--- config.mk ---
export PLATFORM = sky130hd
export DESIGN_NAME = artemis_sata_oob_ctrl_flat
export DESIGN_NICKNAME = d
export VERILOG_FILES = /design/src/rtl/artemis_sata_oob_ctrl_if.sv /design/src/rtl/artemis_sata_oob_ctrl.sv /design/src/flat_wrapper.sv
export SDC_FILE = /design/constraint.sdc
export NUM_CORES = 1
export LEC_CHECK = 0
export BUFFER_PORTS_ARGS = -buffer_cell sky130_fd_sc_hd__buf_2
export CAP_MARGIN = 10
export CELL_PAD_IN_SITES_DETAIL_PLACEMENT = 1
export CELL_PAD_IN_SITES_GLOBAL_PLACEMENT = 1
export CORE_ASPECT_RATIO = 0.5
export CORE_UTILIZATION = 30
export CTS_BUF_LIST = sky130_fd_sc_hd__clkbuf_8
export DETAILED_ROUTE_END_ITERATION = 16
export PLACE_DENSITY = 0.62
export SLEW_MARGIN = 20
export SYNTH_ARGS = -nofsm -noshare
export SYNTH_HDL_FRONTEND = slang
export SYNTH_SLANG_ARGS = --single-unit
--- constraint.sdc ---
create_clock -name clk -period 4.2 [get_ports clk]
set_input_delay 0.42 -clock clk [delete_from_list [all_inputs] [get_ports clk]]
set_output_delay 0.42 -clock clk [all_outputs]
set_load 0.05 [all_outputs]
--- src/rtl/artemis_sata_oob_ctrl_if.sv ---
// Signal bundle between the SATA OOB sequencer, the GTP SATA port group and the link layer.
interface artemis_sata_oob_ctrl_if;
    logic        i_enable;
    logic        i_pll_detect_k;
    logic        i_reset_done;
    logic [2:0]  i_rx_status;
    logic        i_rx_elec_idle;
    logic [31:0] i_rx_data;
    logic [3:0]  i_rx_char_is_k;
    logic [31:0] i_user_tx_data;
    logic [3:0]  i_user_tx_char_is_k;
    logic        o_tx_comm_start;
    logic        o_tx_comm_type;
    logic        o_tx_elec_idle;
    logic [31:0] o_tx_data;
    logic [3:0]  o_tx_char_is_k;
    logic        o_linkup;
    logic [3:0]  o_state;
    logic [7:0]  o_retry_count;

    modport master (
        input  i_enable, i_pll_detect_k, i_reset_done, i_rx_status, i_rx_elec_idle,
               i_rx_data, i_rx_char_is_k, i_user_tx_data, i_user_tx_char_is_k,
        output o_tx_comm_start, o_tx_comm_type, o_tx_elec_idle, o_tx_data,
               o_tx_char_is_k, o_linkup, o_state, o_retry_count
    );

    modport slave (
        output i_enable, i_pll_detect_k, i_reset_done, i_rx_status, i_rx_elec_idle,
               i_rx_data, i_rx_char_is_k, i_user_tx_data, i_user_tx_char_is_k,
        input  o_tx_comm_start, o_tx_comm_type, o_tx_elec_idle, o_tx_data,
               o_tx_char_is_k, o_linkup, o_state, o_retry_count
    );
endinterface

--- src/rtl/artemis_sata_oob_ctrl.sv ---
// Host-side SATA OOB / link bring-up sequencer: COMRESET, COMINIT, COMWAKE, D10.2/ALIGN, SYNC.
module artemis_sata_oob_ctrl #(
    parameter int unsigned COMINIT_TIMEOUT = 750000,
    parameter int unsigned ALIGN_TIMEOUT   = 66000,
    parameter int unsigned ALIGN_COUNT     = 3,
    parameter int unsigned IDLE_LOSS       = 1024
) (
    input logic                     clk,
    input logic                     rst,
    artemis_sata_oob_ctrl_if.master bus
);
    localparam int unsigned TIMER_W = 20;
    localparam int unsigned ALIGN_W = 8;
    localparam int unsigned IDLE_W  = $clog2(IDLE_LOSS + 1);

    localparam logic [31:0] ALIGN_WORD = 32'h7B4A4ABC;
    localparam logic [31:0] SYNC_WORD  = 32'hB5B5957C;
    localparam logic [31:0] D10_WORD   = 32'h4A4A4A4A;
    localparam logic [3:0]  PRIM_K     = 4'b0001;

    localparam logic [TIMER_W-1:0] COMINIT_LAST = TIMER_W'(COMINIT_TIMEOUT - 1);
    localparam logic [TIMER_W-1:0] ALIGN_LAST   = TIMER_W'(ALIGN_TIMEOUT - 1);
    localparam logic [ALIGN_W-1:0] ALIGN_LAST_N = ALIGN_W'(ALIGN_COUNT - 1);
    localparam logic [IDLE_W-1:0]  IDLE_LAST    = IDLE_W'(IDLE_LOSS - 1);

    typedef enum logic [3:0] {
        S_IDLE               = 4'd0,
        S_WAIT_PLL           = 4'd1,
        S_SEND_COMRESET      = 4'd2,
        S_WAIT_COMRESET_DONE = 4'd3,
        S_WAIT_COMINIT       = 4'd4,
        S_SEND_COMWAKE       = 4'd5,
        S_WAIT_COMWAKE_DONE  = 4'd6,
        S_WAIT_COMWAKE       = 4'd7,
        S_SEND_D10           = 4'd8,
        S_SEND_ALIGN         = 4'd9,
        S_READY              = 4'd10
    } state_t;

    state_t               state_q, state_d;
    logic [TIMER_W-1:0]   timer_q, timer_d;
    logic [ALIGN_W-1:0]   align_cnt_q, align_cnt_d;
    logic [IDLE_W-1:0]    idle_cnt_q, idle_cnt_d;
    logic [7:0]           retry_q, retry_d;
    logic                 retry_inc;
    logic                 comm_start_q, comm_start_d;
    logic                 comm_type_q, comm_type_d;
    logic                 tx_idle_q, tx_idle_d;
    logic [31:0]          tx_data_q, tx_data_d;
    logic [3:0]           tx_k_q, tx_k_d;
    logic                 linkup_q, linkup_d;
    logic                 link_ok, rx_align, rx_sync;

    assign link_ok  = bus.i_pll_detect_k && bus.i_reset_done;
    assign rx_align = (bus.i_rx_data == ALIGN_WORD) && (bus.i_rx_char_is_k == PRIM_K);
    assign rx_sync  = (bus.i_rx_data == SYNC_WORD) && (bus.i_rx_char_is_k == PRIM_K);

    // Next state, counters and registered-output values
    always_comb begin
        state_d     = state_q;
        retry_inc   = 1'b0;
        align_cnt_d = '0;
        idle_cnt_d  = '0;

        case (state_q)
            S_IDLE:          if (bus.i_enable) state_d = S_WAIT_PLL;
            S_WAIT_PLL:      if (link_ok) state_d = S_SEND_COMRESET;
            S_SEND_COMRESET: state_d = S_WAIT_COMRESET_DONE;
            S_WAIT_COMRESET_DONE: begin
                if (bus.i_rx_status[0]) state_d = S_WAIT_COMINIT;
                else if (timer_q == ALIGN_LAST) begin
                    state_d   = S_SEND_COMRESET;
                    retry_inc = 1'b1;
                end
            end
            S_WAIT_COMINIT: begin
                if (bus.i_rx_status[2]) state_d = S_SEND_COMWAKE;
                else if (timer_q == COMINIT_LAST) begin
                    state_d   = S_SEND_COMRESET;
                    retry_inc = 1'b1;
                end
            end
            S_SEND_COMWAKE: state_d = S_WAIT_COMWAKE_DONE;
            S_WAIT_COMWAKE_DONE: begin
                if (bus.i_rx_status[0]) state_d = S_WAIT_COMWAKE;
                else if (timer_q == ALIGN_LAST) begin
                    state_d   = S_SEND_COMRESET;
                    retry_inc = 1'b1;
                end
            end
            S_WAIT_COMWAKE: begin
                if (bus.i_rx_status[1]) state_d = S_SEND_D10;
                else if (timer_q == ALIGN_LAST) begin
                    state_d   = S_SEND_COMRESET;
                    retry_inc = 1'b1;
                end
            end
            S_SEND_D10: begin
                if (rx_align && align_cnt_q == ALIGN_LAST_N) state_d = S_SEND_ALIGN;
                else begin
                    if (rx_align) align_cnt_d = align_cnt_q + ALIGN_W'(1);
                    if (timer_q == ALIGN_LAST) begin
                        state_d   = S_SEND_COMRESET;
                        retry_inc = 1'b1;
                    end
                end
            end
            S_SEND_ALIGN: begin
                if (rx_sync) state_d = S_READY;
                else if (timer_q == ALIGN_LAST) begin
                    state_d   = S_SEND_COMRESET;
                    retry_inc = 1'b1;
                end
            end
            S_READY: begin
                if (bus.i_rx_status[2]) state_d = S_SEND_COMRESET;
                else if (bus.i_rx_elec_idle) begin
                    if (idle_cnt_q == IDLE_LAST) state_d = S_SEND_COMRESET;
                    else idle_cnt_d = idle_cnt_q + IDLE_W'(1);
                end
            end
            default: state_d = S_IDLE;
        endcase

        if (state_q >= S_SEND_COMRESET && !link_ok) begin
            state_d     = S_WAIT_PLL;
            retry_inc   = 1'b0;
            align_cnt_d = '0;
            idle_cnt_d  = '0;
        end
        if (!bus.i_enable) begin
            state_d     = S_IDLE;
            retry_inc   = 1'b0;
            align_cnt_d = '0;
            idle_cnt_d  = '0;
        end

        // D10 -> ALIGN keeps the timer running so both states share one lock budget
        if (state_d != state_q && !(state_q == S_SEND_D10 && state_d == S_SEND_ALIGN))
            timer_d = '0;
        else
            timer_d = timer_q + TIMER_W'(1);

        retry_d = (retry_inc && retry_q != 8'hFF) ? retry_q + 8'd1 : retry_q;

        comm_start_d = (state_d == S_SEND_COMRESET) || (state_d == S_SEND_COMWAKE);
        comm_type_d  = (state_d == S_SEND_COMWAKE);
        linkup_d     = (state_d == S_READY);
        tx_idle_d    = 1'b1;
        tx_data_d    = '0;
        tx_k_d       = '0;
        case (state_d)
            S_SEND_D10: begin
                tx_idle_d = 1'b0;
                tx_data_d = D10_WORD;
            end
            S_SEND_ALIGN: begin
                tx_idle_d = 1'b0;
                tx_data_d = ALIGN_WORD;
                tx_k_d    = PRIM_K;
            end
            S_READY: begin
                tx_idle_d = 1'b0;
                tx_data_d = bus.i_user_tx_data;
                tx_k_d    = bus.i_user_tx_char_is_k;
            end
            default: ;
        endcase
    end

    always_ff @(posedge clk) begin
        if (rst) begin
            state_q      <= S_IDLE;
            timer_q      <= '0;
            align_cnt_q  <= '0;
            idle_cnt_q   <= '0;
            retry_q      <= '0;
            comm_start_q <= 1'b0;
            comm_type_q  <= 1'b0;
            tx_idle_q    <= 1'b1;
            tx_data_q    <= '0;
            tx_k_q       <= '0;
            linkup_q     <= 1'b0;
        end else begin
            state_q      <= state_d;
            timer_q      <= timer_d;
            align_cnt_q  <= align_cnt_d;
            idle_cnt_q   <= idle_cnt_d;
            retry_q      <= retry_d;
            comm_start_q <= comm_start_d;
            comm_type_q  <= comm_type_d;
            tx_idle_q    <= tx_idle_d;
            tx_data_q    <= tx_data_d;
            tx_k_q       <= tx_k_d;
            linkup_q     <= linkup_d;
        end
    end

    assign bus.o_tx_comm_start = comm_start_q;
    assign bus.o_tx_comm_type  = comm_type_q;
    assign bus.o_tx_elec_idle  = tx_idle_q;
    assign bus.o_tx_data       = tx_data_q;
    assign bus.o_tx_char_is_k  = tx_k_q;
    assign bus.o_linkup        = linkup_q;
    assign bus.o_state         = state_q;
    assign bus.o_retry_count   = retry_q;
endmodule

--- src/flat_wrapper.sv ---
// flat-port wrapper written by rule: the top's interface ports become plain ports
module artemis_sata_oob_ctrl_flat 
#(
    parameter int unsigned COMINIT_TIMEOUT = 750000,
    parameter int unsigned ALIGN_TIMEOUT   = 66000,
    parameter int unsigned ALIGN_COUNT     = 3,
    parameter int unsigned IDLE_LOSS       = 1024
)
  (clk, rst, bus_i_enable, bus_i_pll_detect_k, bus_i_reset_done, bus_i_rx_status, bus_i_rx_elec_idle, bus_i_rx_data, bus_i_rx_char_is_k, bus_i_user_tx_data, bus_i_user_tx_char_is_k, bus_o_tx_comm_start, bus_o_tx_comm_type, bus_o_tx_elec_idle, bus_o_tx_data, bus_o_tx_char_is_k, bus_o_linkup, bus_o_state, bus_o_retry_count);
  artemis_sata_oob_ctrl_if bus_i ();
  input logic clk;
  input logic rst;
  input wire logic [$bits(bus_i.i_enable)-1:0] bus_i_enable;
  input wire logic [$bits(bus_i.i_pll_detect_k)-1:0] bus_i_pll_detect_k;
  input wire logic [$bits(bus_i.i_reset_done)-1:0] bus_i_reset_done;
  input wire logic [$bits(bus_i.i_rx_status)-1:0] bus_i_rx_status;
  input wire logic [$bits(bus_i.i_rx_elec_idle)-1:0] bus_i_rx_elec_idle;
  input wire logic [$bits(bus_i.i_rx_data)-1:0] bus_i_rx_data;
  input wire logic [$bits(bus_i.i_rx_char_is_k)-1:0] bus_i_rx_char_is_k;
  input wire logic [$bits(bus_i.i_user_tx_data)-1:0] bus_i_user_tx_data;
  input wire logic [$bits(bus_i.i_user_tx_char_is_k)-1:0] bus_i_user_tx_char_is_k;
  output wire logic [$bits(bus_i.o_tx_comm_start)-1:0] bus_o_tx_comm_start;
  output wire logic [$bits(bus_i.o_tx_comm_type)-1:0] bus_o_tx_comm_type;
  output wire logic [$bits(bus_i.o_tx_elec_idle)-1:0] bus_o_tx_elec_idle;
  output wire logic [$bits(bus_i.o_tx_data)-1:0] bus_o_tx_data;
  output wire logic [$bits(bus_i.o_tx_char_is_k)-1:0] bus_o_tx_char_is_k;
  output wire logic [$bits(bus_i.o_linkup)-1:0] bus_o_linkup;
  output wire logic [$bits(bus_i.o_state)-1:0] bus_o_state;
  output wire logic [$bits(bus_i.o_retry_count)-1:0] bus_o_retry_count;
  assign bus_i.i_enable = bus_i_enable;
  assign bus_i.i_pll_detect_k = bus_i_pll_detect_k;
  assign bus_i.i_reset_done = bus_i_reset_done;
  assign bus_i.i_rx_status = bus_i_rx_status;
  assign bus_i.i_rx_elec_idle = bus_i_rx_elec_idle;
  assign bus_i.i_rx_data = bus_i_rx_data;
  assign bus_i.i_rx_char_is_k = bus_i_rx_char_is_k;
  assign bus_i.i_user_tx_data = bus_i_user_tx_data;
  assign bus_i.i_user_tx_char_is_k = bus_i_user_tx_char_is_k;
  assign bus_o_tx_comm_start = bus_i.o_tx_comm_start;
  assign bus_o_tx_comm_type = bus_i.o_tx_comm_type;
  assign bus_o_tx_elec_idle = bus_i.o_tx_elec_idle;
  assign bus_o_tx_data = bus_i.o_tx_data;
  assign bus_o_tx_char_is_k = bus_i.o_tx_char_is_k;
  assign bus_o_linkup = bus_i.o_linkup;
  assign bus_o_state = bus_i.o_state;
  assign bus_o_retry_count = bus_i.o_retry_count;
  artemis_sata_oob_ctrl #(.COMINIT_TIMEOUT(COMINIT_TIMEOUT), .ALIGN_TIMEOUT(ALIGN_TIMEOUT), .ALIGN_COUNT(ALIGN_COUNT), .IDLE_LOSS(IDLE_LOSS)) u_core (.clk(clk), .rst(rst), .bus(bus_i));
endmodule
==> results of run 1 <==
==> critical path, stage by stage, from the launching register on <==
cell,delay (ns)
dfxtp_1,0.64
nor3b_1,0.69
nand2_1,0.14
nor4_2,0.38
a21oi_1,0.17
a211oi_4,0.34
inv_2,0.11
nor2_1,0.67
a22o_1,0.23
==> per-stage QoR <==
| step | total power [mW] | instance area [um2] | utilization, % |
|---|---|---|---|
| floorplan | 0.924 | 4420 | - |
| global placement | 0.978 | 5280 | 37.8 |
| detailed placement | 0.978 | 5280 | 37.8 |
| CTS | 1.59 | 5470 | 39.2 |
| global route | 1.63 | 5470 | 39.2 |
| finish | 1.56 | 5470 | 39.2 |
==> layout by cell type (no fill, tap or decap), types with 4 or more instances in the layout <==
cell       instances
a21o_1            20
a21oi_1           14
and2_1            23
and3_1             9
and4_1             5
buf_2            132
buf_4              8
clkbuf_8           9
dfxtp_1           91
ha_1               5
inv_1             11
inv_6              4
nand2_1           25
nand3_1           30
nand4_1           28
nand4b_1           5
nor2_1            38
nor2b_1            5
nor3_1            13
nor4b_1            5
nor4bb_1           6
o21ai_0            9
o21ai_1            4
o2bb2ai_1         19
or3_1              8
xnor2_1           18
xor2_1            16
==> worst min-delay path by stage <==
stage | end | start
2_1_floorplan | u_core.idle_cnt_q[0] | u_core.idle_cnt_q[0]
3_3_place_gp | u_core.idle_cnt_q[0] | u_core.idle_cnt_q[0]
3_5_place_dp | u_core.idle_cnt_q[0] | u_core.idle_cnt_q[0]
4_1_cts | u_core.bus.o_tx_data[19] | bus_i_user_tx_data[19]
5_1_grt | u_core.bus.o_tx_data[19] | bus_i_user_tx_data[19]
6_report | u_core.bus.o_tx_data[22] | bus_i_user_tx_data[22]
==> flip-flops by register name, summed over array words and instances, names as in the netlist <==
signal / cells
u_core.bus.o_tx_elec_idle: 1
u_core.bus.o_linkup: 1
u_core.bus.o_state: 4
u_core.timer_q: 20
u_core.align_cnt_q: 8
u_core.bus.o_tx_comm_start: 1
u_core.bus.o_tx_data: 32
u_core.bus.o_tx_char_is_k: 4
u_core.idle_cnt_q: 11
u_core.bus.o_retry_count: 8
u_core.bus.o_tx_comm_type: 1
==> cell families after synthesis <==
family          count (synthesis)  synth area share (%)
compound gates                 95                  15.8
flops                          91                  41.2
xor+xnor                       34                  6.73
mux                             2                 0.481
simple gates                  225                  30.5
fa+ha+maj                       6                  1.64
buf+inv                        33                  3.62
==> final cells by class <==
cell class                 instances  area [um2]
inverter                          14        52.6
multi-input combinational        362        2450
fill                            1699        8490
timing repair buffer             140         721
tap                              192         240
clock inverter                     7        67.6
clock buffer                       9         124
sequential                        91        1820
==> power by group through the flow <==
| stage | clock network, mW | logic, mW | registers (mW) |
|---|---|---|---|
| 2_1_floorplan | 0 | 0.0353 | 0.888 |
| 3_3_place_gp | 0 | 0.0910 | 0.887 |
| 3_5_place_dp | 0 | 0.0915 | 0.887 |
| 4_1_cts | 0.631 | 0.0921 | 0.867 |
| 5_1_grt | 0.658 | 0.102 | 0.867 |
| 6_report | 0.602 | 0.0916 | 0.867 |
==> routing by layer <==
layer	vias to the layer above	GRT usage, %
met3	9	4.21
li1	2062	-
met2	82	29.7
met4	0	4.23
met1	1992	22.4
met5	-	0
==> results.md, run 1 <==
- Outcome: completed
- GP Congestion: 0.766
- Worst Hold Class: input pin to register
- Worst Setup SP: u_core.bus.o_state[3]
- Post-synth EDFFs: 0
- Met2 WL post-DR: 5.82 mm
- Worst R2R Path Depth: 8
- Final Hold Fails: 0
- Mapped Area: 4420 um2
- CP Max Fanout: 12
- Syn Nets: 572
- Startpoint Class: register
- Core Area: 14000 um2
- Netlist cell types: 63
- CP endpoint: u_core.bus.o_tx_data[6]
- Leak Pwr: 2.36 nW
- Comb power frac: 5.9%
- #FFs+latches synth: 91
- Via count: 4145
- Total gr overflow: 0
- Sequential cell area fraction in the yosys report: 41.2%
- Worst slack, placed: 0.806 ns
- Clk sinks: 91
- Layout cells sized above 1: 27.3%
- Tcrit/Tclk final: 81.4%
- Number of DRC markers in iteration 0: 162
- Reg-to-Reg End: u_core.bus.o_tx_data[6]
- Worst setup margin: 0.779 ns
- DIE HEIGHT: 87.8 um
- Setup TNS: 0 ns
- Worst Tran Pin Value: 0.843 ns
- I/O pins: 133
- Synth top area cells: dfxtp_1, nand4_1, o2bb2ai_1
- Total Wirelength: 12.8 mm
- RSZ-0062 raised after global routing: false
- Final HPWL DP: 9.53 mm
- Synth warn: 0
- Kind of critical path: register to register
- Post-CTS Hold Fix Bufs: 0
- Pwr/cell area: 285 nW/um2
- Sequential cell fraction of total power: 55.5%
- Metal3 WL: 507 um
- Post-route ant nets: 0
- Max_slew headroom: 43.6%
- Largest net degree at the start of global routing: 38
- Count of pins over their slew limit: 0
- FF-to-FF setup slack: 0.78 ns
- Net Sw Power: 0.423 mW
- Vias in the first global route: 4172
- Num rows: 30
- FF-to-FF Start: u_core.bus.o_state[3]
- CTS resizes: 0
- Port bufs: 132
- CTS Buf Count: 9
- Clock Path Buffers: 2
- Post-Synthesis Mean Instance Area: 9.10 um2
- DRC: 0
- Initial core utilization: 31.7%
- Endpoint class of the critical path: register
- Clk_skew: 0.00867 ns
- Clock latency on the worst-skew pair: 0.38 ns
- Die area: 15300 um2
- Number of max-cap violations: 0
- Fmax: 0.292 GHz
- Wire length per cell: 15.7 um
- Area grow syn2layout: 23.8%
- Clk pwr share: 38.6%
- H-tree depth: 3
- Initial antenna violation count: 0
- Post-synth top area share: 41.2%
- Die Wd: 174 um
- GRT Total Usage: 17.4%
- WHS: 0.221 ns
- Mapped Cells: 486
- Synth cell count leaders: dfxtp_1, nor2_1, nand3_1
- Post-synth top area cell: dfxtp_1
- First-pass GRT wire length: 21.1 mm
- Async S/R FF share, synth: 0%
- Final setup fails: 0
- Leading cell type by number of instances after synthesis: dfxtp_1
- Peak VDD IR: 0.126 mV
- Drt pass-1 iters: 4
- Internal: 1.14 mW
- Highest routed layer: met4
- Min Tclk post-route: 3.42 ns
- Setup bufs post-CTS: 0
- Most used flip-flop cell after synthesis: dfxtp_1
- CP arrival: 3.75 ns
- Crit path required time: 4.53 ns
- ANT cells: 0
- WL met1: 6.38 mm
- Sw frac: 27.1%
- Worst Hold Path Cells: 2
- Final std cells w/o fill: 815
- Reg clk slew, reported paths: 0.10 ns
- CTS tree: built
- Placed Instances: 799
- Total Nets Final: 704
- Vias per inst: 5.09
- CTS root buf: clkbuf_8
No activity file was read; power rests on OpenSTA's default activity.
==> run 2, diff against run 1 <==
Settings changed: PLACE_DENSITY 0.62 to 0.65.
Clock period 4.2 ns to 3.09 ns, I/O delays scaled along.
==> run 2 against run 1 <==
Net effect:
- via count increased by 2.7%
- count of clock-buffer cells in the layout is the same
- global-route usage up 0.11 points
- final cell count up 2.2%
- critical path type unchanged
- critical endpoint is now u_core.bus.o_retry_count[7]
- largest power group unchanged
- highest routed layer unchanged
==> results.md, run 2 (synthesis gave the netlist of run 1 again) <==
- Outcome: completed
- CP arrival: 3.19 ns
- Vias in the first global route: 4224
- Via count: 4258
- RSZ-0062 raised after global routing: false
- GP Congestion: 0.855
- Final HPWL DP: 10.1 mm
- DRC: 0
- GRT Total Usage: 17.5%
- Total Wirelength: 13.0 mm
- Critical-path cell with the highest stage delay: or4_1
- Number of DRC markers in iteration 0: 233
- Largest net degree at the start of global routing: 38
- Leak Pwr: 2.47 nW
- ANT cells: 0
- Most frequent cells in the layout: buf_2, dfxtp_1, nor2_1
- Worst Hold Class: input pin to register
- Layout cells sized above 1: 29.3%
- First-pass GRT wire length: 21.3 mm
- Max_slew headroom: 53.1%
- Min Tclk post-route: 2.88 ns
- Clk_skew: 0.0140 ns
- Die area: 15300 um2
- Clock latency on the worst-skew pair: 0.37 ns
- Setup TNS: 0 ns
- Pwr/cell area: 381 nW/um2
- Crit-path most repeated cell: or4_1
- Wire length per cell: 15.6 um
- Post-route ant nets: 0
- Worst Tran Pin Value: 0.700 ns
- Final setup fails: 0
- I/O pins: 133
- Number of max-cap violations: 0
- Die Wd: 174 um
- DIE HEIGHT: 87.8 um
- Count of pins over their slew limit: 0
- Worst R2R Path Depth: 9
- Cell family contributing the most delay on the critical path: simple AND/OR/NAND/NOR gates
- Commonest non-fill, non-tap cell in the layout: buf_2
- H-tree depth: 3
- Drt pass-1 iters: 4
- Peak VDD IR: 0.210 mV
- Port bufs: 132
- Num rows: 30
- Startpoint Class: register
- Core Area: 14000 um2
- FF-to-FF Start: u_core.timer_q[0]
- Fillcell total: 1701
- Initial antenna violation count: 0
- Setup bufs post-CTS: 0
- Tot Pwr: 2.15 mW
- Total gr overflow: 0
- Clock Path Buffers: 2
- Kind of critical path: register to register
- WHS: 0.125 ns
- CTS root buf: clkbuf_8
- Crit-path max cell delay: 0.58 ns
- Final core occ: 40.4%
- Crit path required time: 3.40 ns
- Endpoint class of the critical path: register
- Worst min-delay path endpoint: u_core.bus.o_tx_char_is_k[0]
- CTS tree: built
- Clk sinks: 91
- Vias per inst: 5.11
- CP Max Fanout: 12
- Area grow syn2layout: 27.6%
- Worst Hold Path Cells: 2
- Initial core utilization: 31.7%
- CTS Buf Count: 9
- Max FFs per register: 32
- CTS resizes: 0
- Min-delay src: bus_i_user_tx_char_is_k[0]
- Reg clk slew, reported paths: 0.11 ns
- Post-CTS Hold Fix Bufs: 0
- FF-to-FF setup slack: 0.21 ns
- Worst path cell trace: ha_1 -> nand3_1 -> or4_1 -> nor3_2 -> nand2_1 -> a311o_1 -> buf_4 -> or4_1 -> a21oi_1
- Final Hold Fails: 0
- Fmax: 0.347 GHz
- Tcrit/Tclk final: 93.4%
- Total Nets Final: 722
- Reg-to-Reg End: u_core.bus.o_retry_count[7]
- WP buf/inv: 1
==> run 2: cell types whose count changed in the layout (fill, tap and decap cells not counted), sizes merged <==
| cell | change |
|---|---|
| buf | +18 |
| clkinv | +1 |
| clkinvlp | -1 |
==> run 2: power breakdown <==
| group | internal, mW | switching [mW] | leakage, nW | total (mW) |
|---|---|---|---|---|
| Combinational | 0.0607 | 0.0674 | 1.63 | 0.128 |
| Clock | 0.325 | 0.519 | 0.103 | 0.844 |
| Sequential | 1.18 | 0.00417 | 0.733 | 1.18 |
==> run 2: worst max-delay path by stage <==
stage	startpoint	to	slack, ns	cells past startpoint
after floorplan	u_core.bus.o_state[0]	u_core.bus.o_retry_count[5]	0.26	8
after global placement	u_core.timer_q[0]	u_core.bus.o_retry_count[7]	0.27	9
after detailed placement	u_core.align_cnt_q[0]	u_core.bus.o_tx_data[6]	0.25	11
after CTS	u_core.align_cnt_q[0]	u_core.bus.o_tx_data[6]	0.21	11
after global routing	u_core.align_cnt_q[1]	u_core.timer_q[11]	0.01	10
final	u_core.timer_q[0]	u_core.bus.o_retry_count[7]	0.21	9
==> run 2: per-layer routing <==
metal	global-route usage, %	wire length [um]	up-vias
li1	-	-	2099
met1	22.8	6210	2046
met2	30.3	6130	102
met3	3.47	575	11
met4	4.07	118	0
met5	0	0	-
==> run 2: final cells by class <==
cell class | instances | area (um2) | share of cell area [%]
multi-input combinational | 362 | 2450 | 43.4
timing repair buffer | 158 | 881 | 15.6
clock inverter | 7 | 76.3 | 1.35
tap | 192 | 240 | 4.26
sequential | 91 | 1820 | 32.3
clock buffer | 9 | 124 | 2.20
inverter | 14 | 52.6 | 0.931
==> run 2: through the flow <==
| stage | std cells | area, um2 | setup WS [ns] |
|---|---|---|---|
| 6_report | 833 | 5640 | 0.205 |
| 5_1_grt | 833 | 5640 | 0.0146 |
| 4_1_cts | 832 | 5630 | 0.213 |
| 3_5_place_dp | 816 | 5430 | 0.246 |
| 3_3_place_gp | 816 | 5430 | 0.272 |
| 2_1_floorplan | 486 | 4420 | 0.264 |
